`config.mk`:
```
export PLATFORM = sky130hd
export DESIGN_NAME = multicycle_ctrl
export DESIGN_NICKNAME = d
export VERILOG_FILES = /design/src/rtl/multicycle_ctrl.sv
export SDC_FILE = /design/constraint.sdc
export NUM_CORES = 1
export LEC_CHECK = 0
export CORE_UTILIZATION = 51
export DETAILED_ROUTE_END_ITERATION = 10
export GPL_TIMING_DRIVEN = 0
export PLACE_DENSITY_LB_ADDON = 0.2
export SKIP_LAST_GASP = 1
export SYNTH_ARGS = -nofsm -noshare
export SYNTH_HDL_FRONTEND = slang
export SYNTH_SLANG_ARGS = --single-unit
```
`constraint.sdc`:
```
create_clock -name clk -period 3.6 [get_ports clk]
set_clock_uncertainty 0.05 [all_clocks]
set_input_delay 0.9 -clock clk [delete_from_list [all_inputs] [get_ports clk]]
set_output_delay 0.9 -clock clk [all_outputs]
set_load 0.05 [all_outputs]
```
`src/rtl/multicycle_ctrl.sv`:
```
// Multi-cycle control sequencer: walks each instruction through fetch, decode,
// execute, memory and writeback, turning static decoder fields into per-cycle strobes.
module multicycle_ctrl #(
  parameter int TIMEOUT = 16,
  parameter int CNT_W   = 32
) (
  input  logic             clk,
  input  logic             rst_n,
  input  logic             run,
  input  logic             imem_ack,
  input  logic             dmem_ack,
  input  logic             dec_mr,
  input  logic             dec_mw,
  input  logic             dec_rw,
  input  logic             dec_jl,
  input  logic             dec_jlr,
  input  logic             dec_br,
  input  logic             dec_illegal,
  input  logic             br_taken,
  output logic             imem_req,
  output logic             ir_ld,
  output logic             dmem_rd,
  output logic             dmem_wr,
  output logic             rf_we,
  output logic             pc_ld,
  output logic [1:0]       pc_sel,
  output logic [2:0]       state,
  output logic [CNT_W-1:0] instret,
  output logic             trap
);

  typedef enum logic [2:0] {
    S_IDLE   = 3'd0,
    S_FETCH  = 3'd1,
    S_DECODE = 3'd2,
    S_EXEC   = 3'd3,
    S_MEM    = 3'd4,
    S_WB     = 3'd5,
    S_TRAP   = 3'd6
  } state_t;

  // The counter only ever needs to hold TIMEOUT-1: the cycle it would reach TIMEOUT we trap.
  localparam int WAIT_W = (TIMEOUT > 1) ? $clog2(TIMEOUT) : 1;

  state_t            cur;
  state_t            nxt;
  logic [WAIT_W-1:0] wait_cnt;
  logic              waiting;
  logic              timed_out;

  assign waiting   = ((cur == S_FETCH) && !imem_ack) || ((cur == S_MEM) && !dmem_ack);
  assign timed_out = (TIMEOUT > 0) && waiting && (wait_cnt == WAIT_W'(TIMEOUT - 1));
  assign state     = cur;

  always_ff @(posedge clk or negedge rst_n) begin
    if (!rst_n) begin
      cur <= S_IDLE;
    end else begin
      cur <= nxt;
    end
  end

  // Wait counter is zero outside handshake stalls, so it is already clear on entry to FETCH/MEM.
  always_ff @(posedge clk or negedge rst_n) begin
    if (!rst_n) begin
      wait_cnt <= '0;
      instret  <= '0;
    end else begin
      wait_cnt <= waiting ? wait_cnt + WAIT_W'(1) : '0;
      if (cur == S_WB) begin
        instret <= instret + CNT_W'(1);
      end
    end
  end

  always_comb begin
    nxt      = cur;
    imem_req = 1'b0;
    ir_ld    = 1'b0;
    dmem_rd  = 1'b0;
    dmem_wr  = 1'b0;
    rf_we    = 1'b0;
    pc_ld    = 1'b0;
    pc_sel   = 2'd0;
    trap     = 1'b0;
    case (cur)
      S_IDLE: begin
        if (run) nxt = S_FETCH;
      end
      S_FETCH: begin
        imem_req = 1'b1;
        ir_ld    = imem_ack;
        if (imem_ack) nxt = S_DECODE;
        else if (timed_out) nxt = S_TRAP;
      end
      S_DECODE: begin
        nxt = (dec_illegal || (dec_mr && dec_mw)) ? S_TRAP : S_EXEC;
      end
      S_EXEC: begin
        nxt = (dec_mr || dec_mw) ? S_MEM : S_WB;
      end
      S_MEM: begin
        dmem_rd = dec_mr;
        dmem_wr = dec_mw;
        if (dmem_ack) nxt = S_WB;
        else if (timed_out) nxt = S_TRAP;
      end
      S_WB: begin
        rf_we = dec_rw;
        pc_ld = 1'b1;
        // jalr wins over jal so a decoder asserting both still targets rs1+imm.
        if (dec_jlr) pc_sel = 2'd2;
        else if (dec_jl || (dec_br && br_taken)) pc_sel = 2'd1;
        nxt = run ? S_FETCH : S_IDLE;
      end
      S_TRAP: begin
        trap = 1'b1;
      end
      default: begin
        nxt = S_IDLE;
      end
    endcase
  end

endmodule

```
==> out/summary.log <==
[run_status] result of the run finished clean
[sta] share of the clock period used by the worst path after layout 0.929
[die] IO Count 57
[synthesis] cell area after synthesis 2050 sq um
[die] count of standard-cell rows 22
[clocking] number of buffers inserted during clock tree synthesis 5
[job] max capacitance violation total 0
[detailed_routing] remaining number of nets flagged by the antenna check after routing 0
[finish] fraction of final layout cells with drive strength greater than 1 0.129
[synthesis] arithmetic-cell share of the synthesized area counting full adders, half adders and majority gates 0.0122
[detailed_routing] post-DR vias/cell 5.30
[sta] time the worst path needs with I/O delays and setup 3350 ps
[global_route] GRT Util Overall 0.217
[detailed_routing] number of iterations in the first detailed-routing pass 4
[worst_setup_path] Crit Path Category in -> out
[synthesis] largest family of logic cells by synthesized area simple AND/OR/NAND/NOR gates
[synthesis] fraction of the mapped netlist area in compound gates 0.0300
[finish] Antenna Diode Count 0
[sta] Pins Over Slew Limit 0
[synthesis] number of storage elements in the synthesis netlist 39
[synthesis] ranking of synthesized cells by instance count sky130_fd_sc_hd__dfrtp_1 (39), sky130_fd_sc_hd__xor2_1 (19), sky130_fd_sc_hd__xnor2_1 (14), sky130_fd_sc_hd__nand2_1 (12)
[power] worst-case vdd ir drop 0.000396 V
[placement] placer congestion estimate 0.808
[synthesis] fraction of the mapped netlist area in simple logic gates 0.284
[sta] fmax 299 MHz
[synthesis] number of nets in the synthesized netlist 200
[clocking] clock tree from TritonCTS yes
[hold_path] start point of the worst hold path instret[31]
[finish] synthesis-to-finish area growth 34.3%
[global_route] largest net degree at the start of global routing 40
[worst_setup_path] element type at the critical path start input port
[synthesis] synth warn 0
[clocking] Max Buffers Root-to-Sink 2
[clocking] CTS H-Tree Depth 2
[die] Vert. Die Dim 65.4 um
[worst_setup_path] CP arrival 2400 ps
[die] area of the core region 3740 sq um
[synthesis] number of synthesized flops with an enable pin 0
[worst_setup_path] origin of the critical flop-to-flop path state[1]
[detailed_routing] via count 1,574
[detailed_routing] Routed Wire Length 4020 um
[worst_setup_path] CP Data Required Time 2650 ps
[synthesis] dominant cell type by area after synthesis sky130_fd_sc_hd__dfrtp_1
[synthesis] multiplexer share of the synthesized area 0.0104
[synthesis] fraction of synthesized cell area taken by the top area cell type 0.477
[sta] worst slew margin relative to its limit 0.440
[synthesis] Primary FF master, synth sky130_fd_sc_hd__dfrtp_1
[sta] endpoints failing setup 0
[clocking] clk sinks 39
[global_route] antenna violations before repair 0
[die] initial standard-cell utilization of the core 0.547
[clocking] clock insertion delay at the later pin of the skew report 280 ps
[sta] Hold Violations, Final 0
[finish] Total Nets Final 263
[synthesis] proportion of register bits with asynchronous set or reset after synthesis 1.00
[synthesis] portion of the post-synthesis area used by sequential elements 0.477
[clocking] clk slew on worst S/H paths 70 ps
[hold_path] Hold/Removal Path Class reg -> reg
[global_route] residual overflow from global routing 0
[die] width of the die 65.4 um
[detailed_routing] DRC violations left 0
[power] power density relative to cell area 482 nW/um^2
[sta] setup repair after global routing missed its margin false
[clocking] number of buffers inserted to repair setup after CTS 0
[power] reported leakage power 0.00120 uW
[global_route] via count of the first global-routing pass 1,524
[synthesis] Avg Inst Size Synth 11.1 sq um
[synthesis] synthesized instance count 185
[detailed_routing] final routed wire length divided by cell count 13.5 um
[clocking] root buffer cell sky130_fd_sc_hd__clkbuf_8
[synthesis] leading post-synthesis cells by cell area sky130_fd_sc_hd__dfrtp_1 (48%), sky130_fd_sc_hd__xor2_1 (8.1%), sky130_fd_sc_hd__xnor2_1 (6.0%)
[placement] Port-buffer cells 56
[sta] final-layout setup total negative slack 0 ps
[sta] transition time at the pin with the least slew margin 841 ps
[worst_setup_path] start point of the critical path dec_br
[synthesis] post-synthesis cell type count 38
[finish] count of non-filler cells in the finished layout 297
[clocking] hold buffer count at CTS 0
[worst_setup_path] CP Capture Type output pin
[die] area of the die 4270 sq um
[placement] Final HPWL DP 2930 um
[clocking] CTS resizes 0
[synthesis] xor/xnor cell area share of the yosys netlist 0.141
[placement] number of cells after detailed placement 289
[synthesis] most frequently used cell type in the post-synthesis netlist sky130_fd_sc_hd__dfrtp_1
[global_route] wire length of the first global-routing pass 6880 um
[worst_setup_path] crit path max fanout 1
[detailed_routing] DRC violation total after the first TritonRoute iteration 62
layout by cell type, fill, tap and decap left out, drive strengths merged, types with 2 or more instances in the layout:
master,synthesis,routed
a21oi,3,3
o21ai,3,3
clkdlybuf4s50,0,55
and2,7,7
nand2,12,12
buf,6,7
nand3,9,9
nor2,10,10
xor2,19,19
nand4,7,7
dfrtp,39,39
nor3,10,10
nand2b,4,4
xnor2,14,14
nor4,10,10
nor3b,3,3
clkbuf,1,8
ha,2,2
inv,10,10
and4,3,3
layout make-up:
cell class                      instances  area [sq um]
Buffer                                  7          55.1
Sequential cell                        39           976
Inverter                               10          37.5
Fill cell                             299           995
Clock inverter                          1          5.00
Multi-Input combinational cell        129           983
Tap cell                               48          60.1
Clock buffer                            7          76.3
Timing Repair Buffer                   56           556
per-stage QoR:
| stage | cell area, sq um | hold slack, ps | power, uW | setup slack, ps | utilization |
|---|---|---|---|---|---|
| 6_report | 2750 | 417 | 1320 | 254 | 0.734 |
| 3_5_place_dp | 2670 | 413 | 1060 | 245 | 0.713 |
| 4_1_cts | 2750 | 424 | 1340 | 242 | 0.734 |
| 3_3_place_gp | 2670 | 402 | 1050 | 259 | 0.714 |
| 5_1_grt | 2750 | 430 | 1390 | 206 | 0.734 |
| 2_1_floorplan | 2050 | 383 | 888 | 12.8 | - |
critical path, cell delays in order:
cell	delay (ps)
sky130_fd_sc_hd__clkdlybuf4s50_1	450
sky130_fd_sc_hd__a21oi_1	80
sky130_fd_sc_hd__nor3b_2	150
sky130_fd_sc_hd__clkdlybuf4s50_1	820
state kept, by name, summed over array words and instances, names as in the netlist:
name      count
instret      32
wait_cnt      4
state         3
metal layers:
| layer | wire length [um] | global-route usage | share of wire | up-vias |
|---|---|---|---|---|
| met4 | 72 | 0.0761 | 0.018 | 0 |
| met3 | 167 | 0.0712 | 0.042 | 8 |
| met5 | 0 | 0 | 0 | - |
| met2 | 2090 | 0.370 | 0.52 | 41 |
| met1 | 1690 | 0.254 | 0.42 | 766 |
| li1 | - | - | - | 759 |
cell families (layout without fill, tap and decap cells):
family                   after synthesis  in the layout
adder cells (fa/ha/maj)                2              2
flip-flops                            39             39
buffers and inverters                 17             81
XOR/XNOR                              33             33
AO/OA/AOI/OAI                         10             10
AND/OR/NAND/NOR                       82             82
multiplexers                           2              2
worst paths after layout:
| path | endpoint | slack, ps | cells past startpoint |
|---|---|---|---|
| max reg2reg | instret[12] | 1790 | 6 |
| min in group asynchronous | instret[4] | 660 | 1 |
| min reg2reg | instret[31] | 420 | 1 |
| min | instret[31] | 420 | 1 |
| max | pc_sel[0] | 250 | 4 |
| max in group asynchronous | instret[12] | 2310 | 1 |
power breakdown:
group | switching, uW | internal, uW
Sequential | 47.2 | 482
Clock | 139 | 136
Combinational | 332 | 187
Total | 519 | 805
Power figures use the tool's default switching activity.
